==> src/rtl/conv_sequencer.sv <==
// Sequences a 3x3 valid convolution of a 4x4 image ROM against a 9-tap kernel ROM,
// one multiply-accumulate per cycle, and hands each of the 2x2 results out over valid/ready.
module conv_sequencer #(
    parameter int DATA_W = 4,
    parameter int ACC_W  = 12
) (
    input  logic              CLK,
    input  logic              CLR_N,
    input  logic              start,
    output logic [3:0]        img_addr,
    input  logic [DATA_W-1:0] img_data,
    output logic [3:0]        kern_addr,
    input  logic [DATA_W-1:0] kern_data,
    output logic              out_valid,
    input  logic              out_ready,
    output logic [1:0]        out_idx,
    output logic [ACC_W-1:0]  out_pixel,
    output logic              busy,
    output logic              done
);

    typedef enum logic [1:0] {
        IDLE = 2'd0,
        MAC  = 2'd1,
        OUT  = 2'd2,
        DONE = 2'd3
    } state_t;

    state_t             state, state_nxt;
    logic [3:0]         tap, tap_nxt;
    logic [1:0]         pix, pix_nxt;
    logic [ACC_W-1:0]   acc, acc_nxt;
    logic [1:0]         kr, kc;
    logic [1:0]         row, col;

    // Product is at most 8 bits and nine of them fit ACC_W, so a plain zero-extended add suffices.
    function automatic logic [ACC_W-1:0] mac_add(
        input logic [ACC_W-1:0]  a,
        input logic [DATA_W-1:0] x,
        input logic [DATA_W-1:0] w
    );
        logic [2*DATA_W-1:0] prod;
        prod = x * w;
        return a + ACC_W'(prod);
    endfunction

    always_comb begin
        kr = 2'd2;
        kc = 2'd2;
        case (tap)
            4'd0:    begin kr = 2'd0; kc = 2'd0; end
            4'd1:    begin kr = 2'd0; kc = 2'd1; end
            4'd2:    begin kr = 2'd0; kc = 2'd2; end
            4'd3:    begin kr = 2'd1; kc = 2'd0; end
            4'd4:    begin kr = 2'd1; kc = 2'd1; end
            4'd5:    begin kr = 2'd1; kc = 2'd2; end
            4'd6:    begin kr = 2'd2; kc = 2'd0; end
            4'd7:    begin kr = 2'd2; kc = 2'd1; end
            default: begin kr = 2'd2; kc = 2'd2; end
        endcase
        row = {1'b0, pix[1]} + kr;
        col = {1'b0, pix[0]} + kc;
    end

    // Addresses decode straight off the registered counters, so they hold in OUT/DONE.
    assign img_addr  = {row, col};
    assign kern_addr = tap;
    assign out_valid = (state == OUT);
    assign out_idx   = pix;
    assign out_pixel = acc;
    assign busy      = (state != IDLE);
    assign done      = (state == DONE);

    always_comb begin
        state_nxt = state;
        tap_nxt   = tap;
        pix_nxt   = pix;
        acc_nxt   = acc;
        case (state)
            IDLE: begin
                if (start) begin
                    acc_nxt   = '0;
                    pix_nxt   = 2'd0;
                    tap_nxt   = 4'd0;
                    state_nxt = MAC;
                end
            end
            MAC: begin
                acc_nxt = mac_add(acc, img_data, kern_data);
                if (tap == 4'd8) begin
                    state_nxt = OUT;
                end else begin
                    tap_nxt = tap + 4'd1;
                end
            end
            OUT: begin
                if (out_ready) begin
                    if (pix == 2'd3) begin
                        state_nxt = DONE;
                    end else begin
                        pix_nxt   = pix + 2'd1;
                        tap_nxt   = 4'd0;
                        acc_nxt   = '0;
                        state_nxt = MAC;
                    end
                end
            end
            default: begin
                state_nxt = IDLE;
            end
        endcase
    end

    always_ff @(posedge CLK or negedge CLR_N) begin
        if (!CLR_N) begin
            state <= IDLE;
            tap   <= 4'd0;
            pix   <= 2'd0;
            acc   <= '0;
        end else begin
            state <= state_nxt;
            tap   <= tap_nxt;
            pix   <= pix_nxt;
            acc   <= acc_nxt;
        end
    end

endmodule

==> config.mk <==
export PLATFORM = sky130hd
export DESIGN_NAME = conv_sequencer
export DESIGN_NICKNAME = d
export VERILOG_FILES = /design/src/rtl/conv_sequencer.sv
export SDC_FILE = /design/constraint.sdc
export NUM_CORES = 1
export LEC_CHECK = 0
export ABC_AREA = 1
export ABC_CLOCK_PERIOD_IN_PS = 4800
export BUFFER_PORTS_ARGS = -buffer_cell sky130_fd_sc_hd__buf_4
export CORE_MARGIN = 10
export CORE_UTILIZATION = 39
export CTS_CLUSTER_SIZE = 20
export DETAILED_ROUTE_END_ITERATION = 10
export PLACE_DENSITY = 0.69
export SETUP_SLACK_MARGIN = 0.4
export SLEW_MARGIN = 20
export SYNTH_ARGS = -nofsm -noshare
export SYNTH_HDL_FRONTEND = slang
export SYNTH_SLANG_ARGS = --single-unit
==> constraint.sdc <==
create_clock -name CLK -period 4.8 [get_ports CLK]
set_input_delay 0.96 -clock CLK [delete_from_list [all_inputs] [get_ports CLK]]
set_output_delay 0.96 -clock CLK [all_outputs]
set_load 0.05 [all_outputs]
==> impl_metrics.yaml, run 1 <==
die:
  site_row_count: 25
  fp.coreArea_um2: 4786
  io-pin-count: 37
  floorplan.die.width_um: 90.95
  die_height_um: 90.95
  fp.dieArea_um2: 8272
  initial_utilization: 0.4102
route:
  first_pass_iters: 4
  detail_route.drc_violations: 0
  number_of_drc_markers_after_the_initial_detailed_route_iteration: 93
  detail-route-antenna-nets: 0
  routed-via-count: 1766
  totalWireLength_um: 4432
  wl_per_cell_um: 11.88
  viasPerCell: 4.735
global_routing:
  grtUsageTotal: 0.1062
  grt.met2_usage: 0.1891
  grt_max_degree: 21
  grt_first_pass_wirelength_um: 7465
  first_global_vias: 1717
  grtUsageMet1: 0.1193
  grt_util_met3: 0.03292
  antenna_violations_before_repair: 0
  grt.busiest_layer: "met2"
  global_route_congestion_overflow_total: 0
hold_path:
  min-delay-start: "out_pixel[6]"
  hold_path.class: "flop to flop"
power_and_ir_drop:
  share_comb_of_total_power: 0.697
  power_frac_clock: 0.097
  total_switching_power_w: 0.0007756
  netSwitchingFraction: 0.5651
  power_per_cell_area_nw_per_um2: 581.6
  seqPwrFrac: 0.205
  p_int_w: 0.0005969
  max_rail_drop_vdd_mv: 0.4557
  cellLeakagePower_nw: 1.411
clock_tree:
  clk_pin_slew_worst_paths_ps: 80
  clock_insertion_delay_worst_skew_ps: 260
  h-tree-depth: 1
  cts_hold_buffers: 0
  numClockSinks: 20
  cts.path.max_buffers: 2
  cts-buffers-inserted: 3
  root_buffer: "clkbuf_8"
  cts_tree: "built"
  cts_repair_resize_count: 0
  cts_post_setup_buffers_inserted: 0
flow_run:
  timing.max_cap.violations: 0
synth:
  synth_top_family_by_area: "simple AND/OR/NAND/NOR gates"
  synthDominantCellAreaShare: 0.2549
  synthTopCellsByArea: "dfrtp_1 25%, ha_1 16%, nand2_1 15%"
  synth-adder-area-share: 0.2511
  yosys.area.top_type: "dfrtp_1"
  post_synth.cell_area_avg_um2: 7.325
  netlist_instances: 268
  ys_ff_latch: 20
  yosys-mux-area-fraction: 0
  synth.cell_area_um2: 1963
  yosys.area_share.simple: 0.2823
  ys_seq_area_frac: 0.2549
  synthesized_area_fraction_occupied_by_ao_oa_aoi_and_oai_cells: 0.08413
  yosysWarningCount: 0
  synth_cell_type_count: 27
  synth_xor_xnor_area_share: 0.01785
  synth_nets: 314
finish:
  n_antenna_cell: 0
  finish.utilization: 0.4931
  area_growth_syn_to_layout_pct: 20.20
  drive_gt1_frac: 0.1536
  finalNetCount: 353
  final.fill_count: 522
timing:
  timing.setup.tns_ps: 0
  max_freq_mhz: 284.7
  max-slew-margin-rel: 0.7203
  rsz_0062_raised_after_global_routing: "no"
  hold_viol_final: 0
  layout_min_cycle_time_ps: 3512
  timing_worst_slew_pin_value_ps: 419.0
  setup-violations-final: 0
  slew_viol_final: 0
  clock-skew-final_ps: 2.412
  final_cycle_share: 0.7317
critical_path:
  crit_required_ps: 4990
  timing.critical_path.arrival_ps: 3700
  critPathMaxFanout: 6
  critical_path.reg2reg.startpoint: "out_pixel[6]"
  critical_path_class: "input pin to flop"
  startpoint: "img_data[0]"
  worstSetupEndpointType: "flop"
  setup.worst_path.start_class: "input pin"
status:
  outcome: "finished clean"
placed_design:
  final_weighted_congestion_of_routability_driven_global_placement: 0.8294
  io_buffers: 36
  hpwlAfterDp_um: 3685
==> synth_stat cells (all sizes together) <==
cell type / count
o211ai: 1
inv: 54
nand3b: 3
a21oi: 8
nor2: 21
o21ai: 12
nand3: 18
clkbuf: 1
o22ai: 2
o21bai: 1
nand4: 3
xor2: 4
ha: 25
buf: 1
or2: 1
nand2: 80
a21boi: 1
dfrtp: 20
fa: 9
a22o: 3
==> through the flow <==
stage	power, W	area [um2]	hold slack, ps	instances	worst slack [ps]
4_1_cts	0.001394	2360	548.0	373	1278
6_report	0.001372	2360	536.3	373	1288
3_5_place_dp	0.001256	2305	528.0	369	988.0
5_1_grt	0.001501	2360	577.4	373	1087
3_3_place_gp	0.001240	2305	515.4	369	1023
2_1_floorplan	0.001005	1963	552.6	268	1257
==> final timing paths <==
check | slack [ps] | cells after the start | to
max | 1290 | 14 | out_pixel[6]
min | 540 | 2 | out_pixel[6]
max reg2reg | 2570 | 10 | out_pixel[9]
min reg2reg | 540 | 2 | out_pixel[6]
max in group asynchronous | 4020 | 1 | out_pixel[6]
min in group asynchronous | 570 | 1 | out_pixel[8]
==> registers in the layout, summed over array words and instances, names as in the netlist <==
name and flops:
out_pixel 12, state 2, out_idx 2, kern_addr 4
==> layout make-up <==
type / instances / area (um2) / area share
multi-input cells: 192 / 1247 / 0.5286
flip-flops and latches: 20 / 500.5 / 0.2121
repair buffers: 36 / 270.3 / 0.1145
inverters: 54 / 202.7 / 0.08590
well taps: 67 / 83.83 / 0.03552
clock buffers: 4 / 55.05 / 0.02333
==> placed cells by master (no fill, tap or decap), types with 2 or more instances in the layout <==
cell type	synthesis	routed
a21oi_1	8	8
a22o_1	3	3
buf_4	1	36
clkbuf_8	0	4
dfrtp_1	20	20
fa_1	9	9
ha_1	25	25
inv_1	53	53
nand2_1	79	79
nand3_1	18	18
nand3b_1	2	2
nand4_1	2	2
nor2_1	20	20
o21ai_0	10	10
o22ai_1	2	2
xor2_1	4	4
==> power groups by stage <==
stage	logic (W)	clock network [W]	registers (W)
after floorplan	0.000592	0	0.000413
after detailed placement	0.000972	0	0.000285
after global placement	0.000956	0	0.000284
after global routing	0.00107	0.000142	0.000293
after CTS	0.000974	0.000138	0.000282
final	0.000957	0.000134	0.000282
==> logic make-up (layout without fill, tap and decap cells) <==
kind of cell / count (synthesis) / after routing
AND/OR/NAND/NOR: 126 / 126
buffers and inverters: 56 / 94
adder cells (fa/ha/maj): 34 / 34
AO/OA/AOI/OAI: 28 / 28
flip-flops: 20 / 20
XOR/XNOR: 4 / 4
==> per-layer routing <==
| layer | routed length, um | up-vias |
|---|---|---|
| met3 | 249 | 4 |
| met5 | 0 | - |
| met1 | 1905 | 813 |
| li1 | - | 913 |
| met4 | 38 | 0 |
| met2 | 2239 | 36 |
==> worst max-delay path: stages <==
cell	delay (ps)
buf_4	100
nand2_1	70
fa_1	500
fa_1	510
fa_1	510
inv_1	40
ha_1	350
nand2_1	110
nand3_1	150
nand2_1	90
nand2_1	60
nand2_1	60
nand2_1	40
o21ai_0	140
Power figures use the tool's default switching activity.
==> run 2: changes to the inputs <==
--- a/config.mk
+++ b/config.mk
@@ -6,13 +6,13 @@
 export NUM_CORES = 1
 export LEC_CHECK = 0
 export ABC_AREA = 1
-export ABC_CLOCK_PERIOD_IN_PS = 4800
+export ABC_CLOCK_PERIOD_IN_PS = 3000
 export BUFFER_PORTS_ARGS = -buffer_cell sky130_fd_sc_hd__buf_4
 export CORE_MARGIN = 10
 export CORE_UTILIZATION = 39
 export CTS_CLUSTER_SIZE = 20
 export DETAILED_ROUTE_END_ITERATION = 10
-export PLACE_DENSITY = 0.69
+export PLACE_DENSITY = 0.71
 export SETUP_SLACK_MARGIN = 0.4
 export SLEW_MARGIN = 20
 export SYNTH_ARGS = -nofsm -noshare
==> constraint.sdc (replaced) <==
create_clock -name CLK -period 3 [get_ports CLK]
set_input_delay 0.6 -clock CLK [delete_from_list [all_inputs] [get_ports CLK]]
set_output_delay 0.6 -clock CLK [all_outputs]
set_load 0.05 [all_outputs]
==> run 2 against run 1 <==
Via count is 4.8% higher. Final area is 14% higher. Combinational power is 89% higher. Clock skew is 1.8 ps higher. Largest power group unchanged. Register-to-register slack worse by 1800 ps. Core utilization is 6.9 points higher. Critical path depth is 1 higher. Clock power is 62% higher. Sequential cell count stayed put. Count of clock-buffer cells in the layout stayed put.
==> impl_metrics.yaml, run 2 (synthesis results as in run 1) <==
timing:
  hold_viol_final: 0
  setup-violations-final: 0
  layout_min_cycle_time_ps: 2966
  final_cycle_share: 0.9885
  timing_worst_slew_pin_value_ps: 443.8
  rsz_0062_raised_after_global_routing: "yes"
  slew_viol_final: 0
  max_freq_mhz: 337.2
  max-slew-margin-rel: 0.7038
  clock-skew-final_ps: 4.251
die:
  site_row_count: 25
  floorplan.die.width_um: 90.95
  fp.dieArea_um2: 8272
  fp.coreArea_um2: 4786
  die_height_um: 90.95
  io-pin-count: 37
  initial_utilization: 0.4102
clock_tree:
  clk_pin_slew_worst_paths_ps: 80
  h-tree-depth: 1
  cts.path.max_buffers: 2
  clock_insertion_delay_worst_skew_ps: 260
  cts-buffers-inserted: 3
  numClockSinks: 20
  root_buffer: "clkbuf_8"
  cts_tree: "built"
  cts_hold_buffers: 0
finish:
  final-instance-count-excl-fill: 385
  finalNetCount: 365
  mostFrequentLayoutCells: "67 x nand2_1, 50 x inv_1, 43 x buf_4"
  area_growth_syn_to_layout_pct: 37.09
  leading_cell_type_in_the_layout_fill_and_taps_excluded: "nand2_1"
  final.fill_count: 453
  stdcell_area_um2: 2691
  drive_gt1_frac: 0.3050
  max_reg_flops: 12
  n_antenna_cell: 0
global_routing:
  grt.busiest_layer: "met2"
  grt_first_pass_wirelength_um: 8259
  grt.met2_usage: 0.2017
  grt_max_degree: 21
  grtUsageTotal: 0.1165
  first_global_vias: 1851
  antenna_violations_before_repair: 0
  grtUsageMet1: 0.1405
  global_route_congestion_overflow_total: 0
  grt_util_met3: 0.03292
placed_design:
  io_buffers: 36
  final_weighted_congestion_of_routability_driven_global_placement: 0.8578
  place.detailed.instances: 381
  hpwlAfterDp_um: 3812
  placement.cell_area_um2: 2467
hold_path:
  hold_path.class: "input pin to asynchronous set/reset pin"
power_and_ir_drop:
  cellLeakagePower_nw: 1.535
  power_per_cell_area_nw_per_um2: 919.9
  max_rail_drop_vdd_mv: 0.7139
  fin_total_pwr_w: 0.002476
critical_path:
  critPathTopFamily: "adder cells"
  setup.worst_path.start_class: "input pin"
  critical_path_class: "input pin to flop"
  critPathMaxFanout: 6
  worstSetupEndpointType: "flop"
  worstPathCellList: "buf_8 > nand2_8 > fa_1 > fa_1 > fa_1 > inv_2 > ha_4 > nand2_4 > nand2_2 > nand2_1 > nand2_1 > nand2_1 > nand3_2 > a21oi_2 > nor2_1"
  slowest_delay_ps: 550
  critical_path_cell_count: 15
  worst-r2r-cell-count: 10
  crit_required_ps: 3160
  cp.buffers_inverters: 2
  timing.critical_path.arrival_ps: 3130
  cp_slowest_cell: "fa_1"
route:
  number_of_drc_markers_after_the_initial_detailed_route_iteration: 82
  detail_route.drc_violations: 0
  first_pass_iters: 4
  totalWireLength_um: 4871
  viasPerCell: 4.805
  detail-route-antenna-nets: 0
  routed-via-count: 1850
  wl_per_cell_um: 12.65
flow_run:
  timing.max_cap.violations: 0
status:
  outcome: "finished clean"
==> run 2: cell count changes in the layout (fill, tap and decap cells not counted), sizes merged <==
cell | before | now
buf | 36 | 48
==> run 2: power breakdown <==
group	leakage [nW]	internal (W)	switching [W]
registers	0.264	0.000354	0.0000960
clock network	0.0288	0.000117	0.000100
logic	1.24	0.000638	0.00117
==> run 2: routing by layer <==
| layer | up-vias | wire length (um) |
|---|---|---|
| met4 | 0 | 30 |
| met1 | 872 | 2247 |
| met3 | 4 | 236 |
| met2 | 39 | 2357 |
| met5 | - | 0 |
| li1 | 935 | - |
==> run 2: area by class of cell <==
| type | instances | area, um2 | share of cell area |
|---|---|---|---|
| repair buffers | 48 | 394.1 | 0.1464 |
| inverters | 54 | 202.7 | 0.07531 |
| flip-flops and latches | 20 | 500.5 | 0.1860 |
| multi-input cells | 192 | 1455 | 0.5407 |
| well taps | 67 | 83.83 | 0.03115 |
| clock buffers | 4 | 55.05 | 0.02046 |
==> run 2: metrics by stage <==
stage / hold slack (ps) / TNS [ps] / worst slack [ps] / utilization
detailed placement: 504.8 / -2005 / -279.1 / 0.5156
CTS: 219.6 / 0 / 1.948 / 0.5495
global placement: 499.2 / -1916 / -268.6 / 0.5156
global route: 221.0 / -270.1 / -70.36 / 0.5624
finish: 204.1 / 0 / 34.44 / 0.5624
floorplan: 304.4 / -7.658 / -7.658 / -
==> run 2: path summary, 6_finish.rpt <==
| kind | from | endpoint | slack [ps] |
|---|---|---|---|
| min in group CLK | out_pixel[7] | out_pixel[7] | 520 |
| min reg2reg | out_pixel[7] | out_pixel[7] | 520 |
| max in group asynchronous | CLR_N | out_pixel[6] | 2580 |
| max | img_data[2] | out_pixel[10] | 30 |
| max reg2reg | out_pixel[6] | out_pixel[9] | 790 |
| min | CLR_N | out_idx[0] | 200 |
==> run 2: timing repair <==
| action | in CTS | in global routing |
|---|---|---|
| pin swaps | 15 | 14 |
| buffers inserted | 0 | 0 |
| gates resized for setup | 29 | 19 |
| endpoints found under the setup margin | 11 | 10 |
| endpoints found under the hold margin | 0 | 0 |
==> run 2: worst register-to-register path: cells and delay by family (launching register included) <==
family | cells | cell delay [ps]
and+or+nand+nor | 5 | 410
DFF | 1 | 380
AOI/OAI and AO/OA | 1 | 270
buffers and inverters | 2 | 120
adders and majority gates | 2 | 920
==> run 3: changes to the inputs <==
--- a/config.mk
+++ b/config.mk
@@ -5,11 +5,11 @@
 export SDC_FILE = /design/constraint.sdc
 export NUM_CORES = 1
 export LEC_CHECK = 0
-export ABC_AREA = 1
 export ABC_CLOCK_PERIOD_IN_PS = 3000
 export BUFFER_PORTS_ARGS = -buffer_cell sky130_fd_sc_hd__buf_4
 export CORE_MARGIN = 10
 export CORE_UTILIZATION = 39
+export CTS_BUF_LIST = sky130_fd_sc_hd__clkbuf_4 sky130_fd_sc_hd__clkbuf_8
 export CTS_CLUSTER_SIZE = 20
 export DETAILED_ROUTE_END_ITERATION = 10
 export PLACE_DENSITY = 0.71
==> run 3 against run 2 <==
The flow now finishes with violations (setup timing). Via count decreased by 19%. First-iteration DRC count shrank 15%. Hold slack improved by 7.8 ps. Final cell count fell by 23%. Global-route usage is 0.55 points lower. Highest routed layer unchanged.
==> impl_metrics.yaml, run 3 <==
global_routing:
  grt_first_pass_wirelength_um: 7113
  grtUsageTotal: 0.1110
  first_global_vias: 1515
  grt_max_degree: 21
  global_route_congestion_overflow_total: 0
  antenna_violations_before_repair: 0
timing:
  max_freq_mhz: 314.2
  layout_min_cycle_time_ps: 3182
  setup-violations-final: 6
  clock-skew-final_ps: 2.550
  timing.setup.tns_ps: -588.6
  timing_worst_slew_pin_value_ps: 457.3
  final_cycle_share: 1.061
  rsz_0062_raised_after_global_routing: "yes"
  hold_viol_final: 0
  slew_viol_final: 0
  max-slew-margin-rel: 0.6945
  finalWorstSetupSlack_ps: -182.3
critical_path:
  critPathTopFamily: "adder cells"
  timing.critical_path.arrival_ps: 3320
  crit_required_ps: 3140
  critPathMaxFanout: 4
  setup.worst_path.start_class: "input pin"
  cp.buffers_inverters: 2
  slowest_delay_ps: 540
  cp_slowest_cell: "fa_1"
  worst_path_most_repeated_cell: "fa_1"
  critical_path_class: "input pin to flop"
  worstPathCellList: "buf_8 > nand2_4 > fa_1 > fa_2 > fa_1 > inv_2 > ha_4 > nand4_1 > a21oi_2 > o211ai_2 > mux2_4"
  worstSetupEndpointType: "flop"
finish:
  final.fill_count: 428
  register_area_um2: 500.5
  stdcell_area_um2: 2485
  leading_cell_type_in_the_layout_fill_and_taps_excluded: "buf_4"
  n_antenna_cell: 0
  finalNetCount: 289
  mostFrequentLayoutCells: "42 x buf_4, 21 x inv_1, 21 x ha_1"
  area_growth_syn_to_layout_pct: 33.29
  multi_input_comb_area_um2: 1371
  drive_gt1_frac: 0.3527
  max_reg_flops: 12
synth:
  ys_ff_latch: 20
  post_synth.cell_area_avg_um2: 9.660
  synth.cell_area_um2: 1864
  synth_nets: 239
  synth_cell_type_count: 39
  yosys.area.top_type: "dfrtp_1"
  netlist_top_cells_count: "25 x ha_1, 25 x inv_1, 20 x dfrtp_1"
  ys_seq_area_frac: 0.2685
  synthDominantCellAreaShare: 0.2685
  ys_dominant_reg_cell: "dfrtp_1"
  yosysWarningCount: 0
  synth-edff-count: 0
  netlist_instances: 193
  async_reset_ff_frac: 1.000
  synthTopCellsByArea: "dfrtp_1 27%, ha_1 17%, fa_1 9.7%"
clock_tree:
  numClockSinks: 20
  cts_hold_buffers: 0
  cts-buffers-inserted: 3
  root_buffer: "clkbuf_8"
  cts_tree: "built"
  h-tree-depth: 1
  clk_pin_slew_worst_paths_ps: 70
  cts.path.max_buffers: 2
  clock_insertion_delay_worst_skew_ps: 250
status:
  violations: "setup timing"
  outcome: "complete, but fails checks"
route:
  first_pass_iters: 4
  routed-via-count: 1491
  detail_route.drc_violations: 0
  number_of_drc_markers_after_the_initial_detailed_route_iteration: 70
  viasPerCell: 5.054
  detail-route-antenna-nets: 0
  wl_per_cell_um: 14.63
  totalWireLength_um: 4315
die:
  fp.dieArea_um2: 7946
  io-pin-count: 37
  site_row_count: 25
  fp.coreArea_um2: 4692
  die_height_um: 89.14
  initial_utilization: 0.3973
  floorplan.die.width_um: 89.14
placed_design:
  final_weighted_congestion_of_routability_driven_global_placement: 0.8013
  placement.cell_area_um2: 2331
  hpwlAfterDp_um: 3373
  io_buffers: 36
  placement.setup.worst_slack_ps: -481.4
flow_run:
  timing.max_cap.violations: 0
hold_path:
  hold_path.class: "input pin to asynchronous set/reset pin"
[run 3: layout make-up]
cell class,instances,area share
multi-input cells,144,0.5519
repair buffers,49,0.1652
clock buffers,3,0.01662
well taps,54,0.02719
flip-flops and latches,20,0.2014
inverters,25,0.03776
[run 3: final timing paths]
kind	startpoint	end	slack, ps	cells after the start
setup / recovery	kern_data[3]	out_pixel[10]	-180	11
hold / removal	CLR_N	kern_addr[2]	210	1
setup reg to reg	out_pixel[2]	out_pixel[10]	650	7
hold reg to reg	out_pixel[7]	out_pixel[7]	540	2
max in group asynchronous	CLR_N	out_pixel[7]	2580	1
min in group CLK	out_pixel[7]	out_pixel[7]	540	2
[run 3: cells by family after synthesis]
logic type,Yosys count,synth area share
AND/OR/NAND/NOR,56,0.1792
AO/OA/AOI/OAI,41,0.1544
adder cells (fa/ha/maj),34,0.2644
buffers and inverters,29,0.07047
flip-flops,20,0.2685
XOR/XNOR,11,0.05168
multiplexers,2,0.01141
[run 3: per-layer routing]
layer / part of all wire / track usage / up-vias
li1: - / - / 758
met4: 0.0044 / 0.01734 / 0
met2: 0.50 / 0.1901 / 22
met3: 0.050 / 0.02917 / 2
met5: 0 / 0 / -
met1: 0.45 / 0.1385 / 709
[run 3: repair_timing]
| action | CTS | global route |
|---|---|---|
| resized for setup | 15 | 8 |
| pin swaps | 15 | 11 |
| buffers inserted | 2 | 0 |
| cloned | 0 | 0 |
| endpoints found under the setup margin | 9 | 10 |
[run 3: metrics by stage]
stage | utilization | cells | hold slack (ps)
6_report | 0.5296 | 295 | 211.9
4_1_cts | 0.5227 | 295 | 218.7
5_1_grt | 0.5296 | 295 | 222.9
2_1_floorplan | - | 193 | 304.4
3_3_place_gp | 0.4968 | 290 | 492.4
3_5_place_dp | 0.4968 | 290 | 499.1
Power of run 3 is not shown: default switching activity piles up to over one toggle a cycle in this logic, so the estimate is an artifact.
